$ cat src/rtl/fp32_pkg.sv
// Shared fp32 constants, field layout and divider FSM states.
package fp32_pkg;

  localparam int          EXP_BIAS     = 127;
  localparam logic [31:0] FP32_QNAN    = 32'h7FC00000;
  localparam logic [30:0] FP32_INF_MAG = 31'h7F800000;

  typedef struct packed {
    logic        sign;
    logic [7:0]  exp;
    logic [22:0] frac;
  } fp32_t;

  typedef enum logic [1:0] {
    IDLE,
    DIVIDE,
    ROUND,
    DONE
  } div_state_e;

endpackage

$ cat src/rtl/sub_25bits.sv
// 25-bit ripple subtractor: a + ~b + 1 through a chain of full_adder cells.
module full_adder (
  input  logic i_a,
  input  logic i_b,
  input  logic i_cin,
  output logic o_sum,
  output logic o_cout
);

  assign o_sum  = i_a ^ i_b ^ i_cin;
  assign o_cout = (i_a & i_b) | (i_cin & (i_a ^ i_b));

endmodule

module sub_25bits (
  input  logic [24:0] i_data_one,
  input  logic [24:0] i_data_two,
  output logic [24:0] o_data,
  output logic        o_borrow
);

  logic [25:0] carry;

  assign carry[0] = 1'b1;

  for (genvar i = 0; i < 25; i++) begin : g_fa
    full_adder u_fa (
      .i_a    (i_data_one[i]),
      .i_b    (~i_data_two[i]),
      .i_cin  (carry[i]),
      .o_sum  (o_data[i]),
      .o_cout (carry[i+1])
    );
  end

  // A missing carry-out means the subtrahend was larger.
  assign o_borrow = ~carry[25];

endmodule

$ cat src/rtl/fp32_div_seq.sv
// Sequential fp32 divider: restoring mantissa division, one quotient bit per
// clock, round-to-nearest-even, denormals flushed to zero.
module fp32_div_seq
  import fp32_pkg::*;
#(
  parameter int Q_BITS = 26,
  parameter int CNT_W  = 5
) (
  input  logic        i_clk,
  input  logic        i_rst_n,
  input  logic        i_start,
  input  logic [31:0] i_data_one,
  input  logic [31:0] i_data_two,
  output logic [31:0] o_data,
  output logic        o_valid,
  output logic        o_busy,
  output logic        o_div_zero,
  output logic        o_invalid
);

  div_state_e         state;
  logic [CNT_W-1:0]   cnt;
  logic [24:0]        rem;
  logic [23:0]        mb;
  logic [Q_BITS-1:0]  q;
  logic signed [9:0]  exp_r;
  logic               sign_r;

  fp32_t              op_a, op_b;
  logic               a_zero, a_inf, a_nan, b_zero, b_inf, b_nan;
  logic               sign_in, is_special, spec_dz, spec_inv;
  logic [31:0]        spec_data;
  logic signed [9:0]  exp_in;

  logic [24:0]        diff;
  logic               borrow;

  logic [23:0]        mant, mant_fin;
  logic [24:0]        mant_inc;
  logic               guard, sticky, round_up;
  logic signed [9:0]  e_norm, e_fin;
  logic [31:0]        norm_data;

  assign op_a    = i_data_one;
  assign op_b    = i_data_two;
  assign sign_in = op_a.sign ^ op_b.sign;
  assign exp_in  = 10'({2'b00, op_a.exp}) - 10'({2'b00, op_b.exp}) + 10'(EXP_BIAS);

  // Operand classification; exponent 0 covers both zero and flushed denormals.
  always_comb begin
    a_zero = (op_a.exp == 8'h00);
    a_inf  = (op_a.exp == 8'hFF) && (op_a.frac == '0);
    a_nan  = (op_a.exp == 8'hFF) && (op_a.frac != '0);
    b_zero = (op_b.exp == 8'h00);
    b_inf  = (op_b.exp == 8'hFF) && (op_b.frac == '0);
    b_nan  = (op_b.exp == 8'hFF) && (op_b.frac != '0);

    is_special = 1'b1;
    spec_data  = '0;
    spec_dz    = 1'b0;
    spec_inv   = 1'b0;
    if (a_nan || b_nan || (a_zero && b_zero) || (a_inf && b_inf)) begin
      spec_data = FP32_QNAN;
      spec_inv  = 1'b1;
    end else if (a_inf) begin
      spec_data = {sign_in, FP32_INF_MAG};
    end else if (b_inf) begin
      spec_data = {sign_in, 31'b0};
    end else if (b_zero) begin
      spec_data = {sign_in, FP32_INF_MAG};
      spec_dz   = 1'b1;
    end else if (a_zero) begin
      spec_data = {sign_in, 31'b0};
    end else begin
      is_special = 1'b0;
    end
  end

  sub_25bits u_sub (
    .i_data_one (rem),
    .i_data_two ({1'b0, mb}),
    .o_data     (diff),
    .o_borrow   (borrow)
  );

  always_comb begin
    if (q[25]) begin
      mant   = q[25:2];
      guard  = q[1];
      sticky = q[0] | (rem != '0);
      e_norm = exp_r;
    end else begin
      mant   = q[24:1];
      guard  = q[0];
      sticky = (rem != '0);
      e_norm = exp_r - 10'sd1;
    end

    round_up = guard & (sticky | mant[0]);
    mant_inc = {1'b0, mant} + 25'(round_up);
    if (mant_inc[24]) begin
      mant_fin = 24'h800000;
      e_fin    = e_norm + 10'sd1;
    end else begin
      mant_fin = mant_inc[23:0];
      e_fin    = e_norm;
    end

    if (e_fin >= 10'sd255) begin
      norm_data = {sign_r, FP32_INF_MAG};
    end else if (e_fin <= 10'sd0) begin
      norm_data = {sign_r, 31'b0};
    end else begin
      norm_data = {sign_r, e_fin[7:0], mant_fin[22:0]};
    end
  end

  // Control FSM; special operand pairs skip straight to DONE with the answer ready.
  always_ff @(posedge i_clk) begin
    if (!i_rst_n) begin
      state      <= IDLE;
      cnt        <= '0;
      rem        <= '0;
      mb         <= '0;
      q          <= '0;
      exp_r      <= '0;
      sign_r     <= 1'b0;
      o_data     <= '0;
      o_valid    <= 1'b0;
      o_busy     <= 1'b0;
      o_div_zero <= 1'b0;
      o_invalid  <= 1'b0;
    end else begin
      o_valid <= 1'b0;
      case (state)
        IDLE: begin
          if (i_start) begin
            o_busy <= 1'b1;
            if (is_special) begin
              o_data     <= spec_data;
              o_div_zero <= spec_dz;
              o_invalid  <= spec_inv;
              o_valid    <= 1'b1;
              state      <= DONE;
            end else begin
              rem    <= {2'b01, op_a.frac};
              mb     <= {1'b1, op_b.frac};
              q      <= '0;
              cnt    <= '0;
              exp_r  <= exp_in;
              sign_r <= sign_in;
              state  <= DIVIDE;
            end
          end
        end
        DIVIDE: begin
          q   <= {q[Q_BITS-2:0], ~borrow};
          rem <= borrow ? (rem << 1) : (diff << 1);
          cnt <= cnt + 1'b1;
          if (cnt == CNT_W'(Q_BITS - 1)) begin
            state <= ROUND;
          end
        end
        ROUND: begin
          o_data     <= norm_data;
          o_div_zero <= 1'b0;
          o_invalid  <= 1'b0;
          o_valid    <= 1'b1;
          state      <= DONE;
        end
        DONE: begin
          o_busy <= 1'b0;
          state  <= IDLE;
        end
        default: state <= IDLE;
      endcase
    end
  end

endmodule

$ cat config.mk
export PLATFORM = sky130hd
export DESIGN_NAME = fp32_div_seq
export DESIGN_NICKNAME = d
export VERILOG_FILES = /design/src/rtl/fp32_pkg.sv /design/src/rtl/sub_25bits.sv /design/src/rtl/fp32_div_seq.sv
export SDC_FILE = /design/constraint.sdc
export NUM_CORES = 1
export LEC_CHECK = 0
export ABC_AREA = 1
export CAP_MARGIN = 20
export CORE_MARGIN = 2
export CORE_UTILIZATION = 61
export CTS_CLUSTER_DIAMETER = 120
export DETAILED_ROUTE_END_ITERATION = 10
export GPL_TIMING_DRIVEN = 0
export PLACE_DENSITY_LB_ADDON = 0.1
export REMOVE_ABC_BUFFERS = 1
export SLEW_MARGIN = 40
export SYNTH_ARGS = -nofsm -noshare
export SYNTH_HDL_FRONTEND = slang
export SYNTH_HIERARCHICAL = 1
export SYNTH_SLANG_ARGS = --single-unit
$ cat constraint.sdc
create_clock -name i_clk -period 19.86 [get_ports i_clk]
set_input_delay 1.986 -clock i_clk [delete_from_list [all_inputs] [get_ports i_clk]]
set_output_delay 1.986 -clock i_clk [all_outputs]
set_load 0.01 [all_outputs]
## Yosys cells after proc, flatten, opt, wreduce, memory -nomap -nowiden

Cells that the tools add are included.

| storage, ports and cells | value |
|---|---|
| output and inout bits | 36 |
| RAM bits | 0 |
| input port bits | 67 |
| memory bits (read-only) | 0 |
| latch bits | 0 |
| register bits | 129 |
| memories | 0 |
| word-level logic and storage cells | 257 |

| operators by class | value |
|---|---|
| mux-type cells | 51 |
| div/mod/pow operators | 0 |
| $lt $le $gt $ge | 2 |
| reduce and logical (&&, ||, !) cells | 25 |
| equal/unequal tests | 10 |
| $mul | 0 |
| bitwise operators | 151 |
| add/subtract/negate cells | 6 |
| shift operators | 0 |

Operator list:

| kind | number |
|---|---|
| $mux 32 | 7 |
| $mux 25 | 3 |
| $pmux 32 s2 | 1 |
| $mux 31 | 2 |
| $mux 26 | 2 |
| $pmux 26 s2 | 1 |
| $pmux 25 s2 | 1 |
| $and 1x1->1 | 49 |
| $xor 1x1->1 | 48 |
| $logic_not 23->1 | 2 |
| $reduce_bool 23->1 | 2 |
| $not 1->1 | 27 |
| $or 1x1->1 | 27 |
| $add 24x1->25 | 1 |
| $reduce_bool 25->1 | 1 |
| $mux 24 | 1 |
| $mux 23 | 1 |
| $mux 10 | 2 |
| $mux 1 | 19 |
| $eq 8x8->1 const B | 2 |
| $logic_not 8->1 | 2 |
| $add 10x2->10 const B | 1 |
| $add 9x8->10 const B | 1 |
| $ge 10x9->1 const B | 1 |
| 19 further kinds | 41 |

## Depth between registers and ports, before layout

| logic depth | value |
|---|---|
| depth after elaboration | 53 |
| mapped depth | 32 |
| gate-level depth less buffers | 32 |

## By module

Netlist, hierarchy kept.

Modules (own cells, without submodules):

| module | area an instance (um^2) | times used | seq. area each (um^2) | cells each |
|---|---|---|---|---|
| fp32_div_seq | 7848.8 | 1 | 2582.5 | 1163 |
| full_adder | 20.0 | 25 | 0.0 | 1 |
| sub_25bits | 101.3 | 1 | 0.0 | 27 |

## Worst setup path before layout

OpenSTA, ideal clock, no wires.

| timing path | value |
|---|---|
| kind | register to register |
| from | register mb[0] |
| to | register rem[8] |
| path buffers | 2 |
| period minus slack after synthesis | 10812 ps |
| data required time | 19727 ps |
| slack | 9048 ps |
| stages on the path, launching flop included | 33 |
| arrival time | 10679 ps |
| path through | dfxtp_1 > inv_1 > fa_1 > fa_1 > fa_1 > fa_1 > fa_1 > fa_1 > fa_1 > fa_1 > fa_1 > fa_1 > fa_1 > fa_1 > fa_1 > fa_1 > fa_1 > fa_1 > fa_1 > fa_1 > fa_1 > fa_1 > fa_1 > fa_1 > fa_1 > fa_1 > fa_1 > inv_1 > clkbuf_1 > clkbuf_1 > a21oi_1 > nand2_1 > a31oi_1 |

| on the way | value |
|---|---|
| longest elaborated chain between the ends | 53 |

Ends and longest elaborated chain:

| element | RTL line | source |
|---|---|---|
| start: declaration | fp32_div_seq.sv:24 | `logic [23:0] mb;` |
| start signal: assignment | fp32_div_seq.sv:147 | `mb <= {1'b1, op_b.frac};` |
| $not 1->1 (*) | sub_25bits.sv:29 | `.i_b (~i_data_two[i]),` |
| $and 1x1->1 / $xor 1x1->1 (equally long branches) | sub_25bits.sv:11 | `assign o_cout = (i_a & i_b) \| (i_cin & (i_a ^ i_b));` |
| $or 1x1->1 (*) | sub_25bits.sv:11 |  |
| net u_sub.carry[1] | sub_25bits.sv:22 | `logic [25:0] carry;` |
| $and 1x1->1 (*) | sub_25bits.sv:11 |  |
| $or 1x1->1 (*) | sub_25bits.sv:11 |  |
| net u_sub.carry[2] | sub_25bits.sv:22 |  |
| $and 1x1->1 (*) | sub_25bits.sv:11 |  |
| (+1 left out) | n/a |  |
| net u_sub.carry[3] | sub_25bits.sv:22 |  |
| (+2 left out) | n/a |  |
| net u_sub.carry[4] | sub_25bits.sv:22 |  |
| (+2 left out) | n/a |  |
| net u_sub.carry[5] | sub_25bits.sv:22 |  |
| (+2 left out) | n/a |  |
| net u_sub.carry[6] | sub_25bits.sv:22 |  |
| (+2 left out) | n/a |  |
| net u_sub.carry[7] | sub_25bits.sv:22 |  |
| (+2 left out) | n/a |  |
| net u_sub.carry[8] | sub_25bits.sv:22 |  |
| (+2 left out) | n/a |  |
| net u_sub.carry[9] | sub_25bits.sv:22 |  |
| (+2 left out) | n/a |  |
| net u_sub.carry[10] | sub_25bits.sv:22 |  |
| (+2 left out) | n/a |  |
| net u_sub.carry[11] | sub_25bits.sv:22 |  |
| (+2 left out) | n/a |  |
| net u_sub.carry[12] | sub_25bits.sv:22 |  |
| (+2 left out) | n/a |  |
| net u_sub.carry[13] | sub_25bits.sv:22 |  |
| (+2 left out) | n/a |  |
| net u_sub.carry[14] | sub_25bits.sv:22 |  |
| (+2 left out) | n/a |  |
| net u_sub.carry[15] | sub_25bits.sv:22 |  |
| (+2 left out) | n/a |  |
| net u_sub.carry[16] | sub_25bits.sv:22 |  |
| (+2 left out) | n/a |  |
| net u_sub.carry[17] | sub_25bits.sv:22 |  |
| (+2 left out) | n/a |  |
| net u_sub.carry[18] | sub_25bits.sv:22 |  |
| (+2 left out) | n/a |  |
| net u_sub.carry[19] | sub_25bits.sv:22 |  |
| (+2 left out) | n/a |  |
| net u_sub.carry[20] | sub_25bits.sv:22 |  |
| (+2 left out) | n/a |  |
| net u_sub.carry[21] | sub_25bits.sv:22 |  |
| (+2 left out) | n/a |  |
| net u_sub.carry[22] | sub_25bits.sv:22 |  |
| (+2 left out) | n/a |  |
| net u_sub.carry[23] | sub_25bits.sv:22 |  |
| $and 1x1->1 (*) | sub_25bits.sv:11 |  |
| $or 1x1->1 (*) | sub_25bits.sv:11 |  |
| net u_sub.carry[24] | sub_25bits.sv:22 |  |
| $and 1x1->1 (*) | sub_25bits.sv:11 |  |
| $or 1x1->1 (*) | sub_25bits.sv:11 |  |
| net u_sub.carry[25] | sub_25bits.sv:22 |  |
| $mux 25 (*) | fp32_div_seq.sv:158 | `rem <= borrow ? (rem << 1) : (diff << 1);` |
| $pmux 25 s2 (*) | fp32_div_seq.sv:135 | `case (state)` |
| end signal: assignment | fp32_div_seq.sv:146 | `rem <= {2'b01, op_a.frac};` |
| end signal: assignment | fp32_div_seq.sv:158 |  |
| end: declaration | fp32_div_seq.sv:23 | `logic [24:0] rem;` |

Mark *: on every way through the listed nets, which the timed path passes. The rest lies on a longest branch.
A chain may end at the register's enable or synchronous reset.

## Final worst setup path

| timing path | value |
|---|---|
| from | register rem[0] |
| to | register rem[22] |

| on the way | value |
|---|---|
| longest elaborated chain between the ends | 52 |

Ends and longest elaborated chain:

| element | RTL line |
|---|---|
| $and 1x1->1 / $xor 1x1->1 (equally long branches) | sub_25bits.sv:11 |
| $or 1x1->1 (*) | sub_25bits.sv:11 |
| net u_sub.carry[1] | sub_25bits.sv:22 |
| $and 1x1->1 (*) | sub_25bits.sv:11 |
| $or 1x1->1 (*) | sub_25bits.sv:11 |
| net u_sub.carry[2] | sub_25bits.sv:22 |
| $and 1x1->1 (*) | sub_25bits.sv:11 |
| $or 1x1->1 (*) | sub_25bits.sv:11 |
| net u_sub.carry[3] | sub_25bits.sv:22 |
| (+2 left out) | n/a |
| net u_sub.carry[4] | sub_25bits.sv:22 |
| (+2 left out) | n/a |
| net u_sub.carry[5] | sub_25bits.sv:22 |
| (+2 left out) | n/a |
| net u_sub.carry[6] | sub_25bits.sv:22 |
| (+2 left out) | n/a |
| net u_sub.carry[7] | sub_25bits.sv:22 |
| (+2 left out) | n/a |
| net u_sub.carry[8] | sub_25bits.sv:22 |
| (+2 left out) | n/a |
| net u_sub.carry[9] | sub_25bits.sv:22 |
| (+2 left out) | n/a |
| net u_sub.carry[10] | sub_25bits.sv:22 |
| (+2 left out) | n/a |
| net u_sub.carry[11] | sub_25bits.sv:22 |
| (+2 left out) | n/a |
| net u_sub.carry[12] | sub_25bits.sv:22 |
| (+2 left out) | n/a |
| net u_sub.carry[13] | sub_25bits.sv:22 |
| (+2 left out) | n/a |
| net u_sub.carry[14] | sub_25bits.sv:22 |
| (+2 left out) | n/a |
| net u_sub.carry[15] | sub_25bits.sv:22 |
| (+2 left out) | n/a |
| net u_sub.carry[16] | sub_25bits.sv:22 |
| (+2 left out) | n/a |
| net u_sub.carry[17] | sub_25bits.sv:22 |
| (+2 left out) | n/a |
| net u_sub.carry[18] | sub_25bits.sv:22 |
| (+2 left out) | n/a |
| net u_sub.carry[19] | sub_25bits.sv:22 |
| (+2 left out) | n/a |
| net u_sub.carry[20] | sub_25bits.sv:22 |
| (+2 left out) | n/a |
| net u_sub.carry[21] | sub_25bits.sv:22 |
| (+2 left out) | n/a |
| net u_sub.carry[22] | sub_25bits.sv:22 |
| (+2 left out) | n/a |
| net u_sub.carry[23] | sub_25bits.sv:22 |
| $and 1x1->1 (*) | sub_25bits.sv:11 |
| $or 1x1->1 (*) | sub_25bits.sv:11 |
| net u_sub.carry[24] | sub_25bits.sv:22 |
| $and 1x1->1 (*) | sub_25bits.sv:11 |
| $or 1x1->1 (*) | sub_25bits.sv:11 |
| net u_sub.carry[25] | sub_25bits.sv:22 |
| $mux 25 (*) | fp32_div_seq.sv:158 |
| $pmux 25 s2 (*) | fp32_div_seq.sv:135 |

Marked as above.

==> impl_results.md <==
- Status: finished clean
- Clock-pin slew on the worst setup and hold paths: 0.05 ns
- CTS tree: yes
- First-pass GRT wire length: 33110 um
- Dpl ws: 8.054 ns
- Setup violators final: 0
- # resized after CTS: 0
- Post-synth cell types: 50
- Number of flops mapped to enable cells by yosys: 0
- Util after Layout: 73.72%
- Max cap viols: 0
- Vias: 7958
- Mapped Area: 0.008451 mm2
- Diode count: 0
- Reg-to-reg critical path endpoint: rem[22]$_SDFFE_PN0P_
- Die Y: 121.7 um
- Critical Path RT: 20.14 ns
- CP Capture Type: flip-flop
- H-tree depth: 4
- Slowest CP cell: inv_2
- Most common cell after layout, fill and taps aside: nand2_1
- Synth Flop Type: dfxtp_1
- Number of global-route vias before repair: 7324
- Hold slack: 0.4602 ns
- DR vias/cell: 5.406
- Core ar.: 0.01372 mm2
- Layout Nets: 1391
- Unrepaired setup endpoints after global routing: false
- Initial antenna violation count: 0
- Max VDD drop: 0.00007499 V
- Seq cells post-synth: 129
- Half-perimeter wire length after placement: 13730 um
- Placed cells: 1441
- Ports: 103
- Worst-skew pair later-pin latency: 0.42 ns
- Root buffer cell: clkbuf_16
- Remaining global-route overflow: 0
- Worst r2r src: rem[0]$_SDFFE_PN0P_
- PnR worst setup slack: 7.917 ns
- Hold Startpoint: o_invalid$_SDFFE_PN0P_
- Final RePlAce weighted congestion: 0.8438
- Final hold violations: 0
- Max-slew headroom: 47.28%
- Worst-path maximum fanout: 40
- Crit share post-route: 60.14%
- Port buffer count: 102
- Gate Count Post-Synth: 1215
- Worst path most repeated cell: fa_1
- Synth Area per Inst: 6.955 um2
- R2r setup slk: 7.92 ns
- Finished Layout Cells: 1472
- Avg WL per Cell: 13.32 um
- Max Buffers Root-to-Sink: 2
- Clock sink total: 129
- Cell area power density: 142.4 mW/mm2
- Startpoint Class: flip-flop
- Number of hold buffers added after cts: 0
- WL final: 19610 um
- Final Skew: 0.003875 ns
- Worst path arrival time: 12.22 ns
- Post-CTS setup buffer count: 0
- Worst min path class: flip-flop to flip-flop
- Leakage: 3.979 nW
- R2R depth: 31
- Num rows: 43
- Slew at the pin closest to its max-slew limit: 0.7900 ns
- Die X: 121.7 um
- # DRC: 0
- FMAX: 0.08373 GHz
- Most frequent cells in the layout: nand2_1, inv_1, dfxtp_1
- Worst Hold Endpoint: o_invalid$_SDFFE_PN0P_
- CP Class: flip-flop to flip-flop
- Area grow syn2layout: 19.68%
- Die Footprint: 0.01481 mm2
- Register area share after synthesis: 30.56%
- Crit path time final: 11.94 ns
- Setup TNS Final: 0 ns
- Yosys synthesis warning count: 6
- Largest net degree at the start of global routing: 69
- 1st-iter DRT viols: 576
- Max incr delay on CP: 0.45 ns
- Hold Path Cell Cnt: 2
- Num CTS Buffers: 17
- Share of layout cells above drive strength 1: 9.675%
- Initial Utilization: 61.60%
- Fillcell total: 1110
- Max Transition Viols Final: 0
- DR pass1 iterations: 5
- Gr usage total: 27.67%
- Antenna Nets Post-Route: 0
- Async set-reset flop share out of synthesis: 0%
cell type report:
cell class	instances	area, um2	area share [%]
flip-flops and latches	129	2584	25.55
well taps	180	225.2	2.227
inverters	144	555.5	5.493
multi-input cells	883	5064	50.07
repair buffers	105	1086	10.74
clock inverters	5	100.1	0.9897
clock buffers	26	499.2	4.936
logic make-up (layout without fill, tap and decap cells):
family	after synthesis	in the layout	share of synthesized area [%]
AND/OR/NAND/NOR	533	533	28.63
AO/OA/AOI/OAI	275	275	18.92
buffers and inverters	203	280	9.965
adder cells (fa/ha/maj)	44	44	8.824
XOR/XNOR	29	29	3.006
other	2	2	0.08887
flip-flops	129	129	30.56
stage by stage:
step / area, um2 / total power [mW]
final: 10110 / 1.440
after floorplan: 8157 / 0.9218
after detailed placement: 9514 / 1.113
after CTS: 10110 / 1.438
after global routing: 10110 / 1.568
after global placement: 9403 / 1.082
report_power, final:
part | internal (mW) | leakage [nW] | total, mW | switching (mW)
logic | 0.257 | 2.63 | 0.731 | 0.474
clock network | 0.210 | 0.294 | 0.318 | 0.109
registers | 0.327 | 1.06 | 0.391 | 0.0637
total | 0.794 | 3.98 | 1.44 | 0.646
synth_stat cells, types with 4 or more instances:
master	number	area share [%]
nand2_1	293	13
inv_1	136	6.0
dfxtp_1	129	31
a21oi_1	116	6.9
nor2_1	98	4.4
o21ai_0	72	4.3
clkbuf_1	41	1.8
nand3_1	39	2.3
fa_1	26	6.2
nand4_1	26	1.9
xor2_1	23	2.4
a21oi_2	21	2.2
a31oi_1	21	1.6
nand3_2	21	2.5
ha_1	18	2.7
nand2_2	18	1.3
a211oi_1	17	1.5
nor3_1	12	0.71
buf_6	7	0.93
nor2_2	7	0.52
nand3b_1	6	0.53
o21bai_1	6	0.53
xnor2_1	6	0.62
buf_1	5	0.22
o21ai_1	5	0.30
o21ai_2	5	0.52
buf_2	4	0.24
inv_2	4	0.18
nor2_4	4	0.53
worst max-delay path: cells and delay by family, from the launching register on:
family | cells | cell delay [ns]
AO/OA/AOI/OAI | 4 | 0.54
flip-flops | 1 | 0.34
adder cells (fa/ha/maj) | 25 | 10.02
buffers and inverters | 2 | 0.89
per-layer routing:
layer / global-route usage [%] / part of all wire (%)
met4: 10.85 / 2.5
met3: 5.618 / 4.6
met1: 34.50 / 45
met2: 47.16 / 48
met5: 0 / 0
registers in the layout, summed over array words and instances, names as in the netlist, 2 cells and up:
name / count
exp_r: 10
state: 2
mb: 24
cnt: 5
q: 26
rem: 25
o_data: 32
how the worst max path moves through the flow:
stage	start	end	slack [ns]	cells past startpoint
6_report	rem[0]$_SDFFE_PN0P_	rem[22]$_SDFFE_PN0P_	7.92	31
5_1_grt	rem[0]$_SDFFE_PN0P_	rem[22]$_SDFFE_PN0P_	7.46	31
4_1_cts	rem[0]$_SDFFE_PN0P_	rem[22]$_SDFFE_PN0P_	8.02	31
3_5_place_dp	mb[0]$_SDFFE_PN0P_	rem[22]$_SDFFE_PN0P_	8.05	32
3_3_place_gp	mb[0]$_SDFFE_PN0P_	rem[22]$_SDFFE_PN0P_	7.60	32
2_1_floorplan	mb[0]$_SDFFE_PN0P_	rem[22]$_SDFFE_PN0P_	8.48	32
Note: power is estimated with default switching activity, not from simulation.
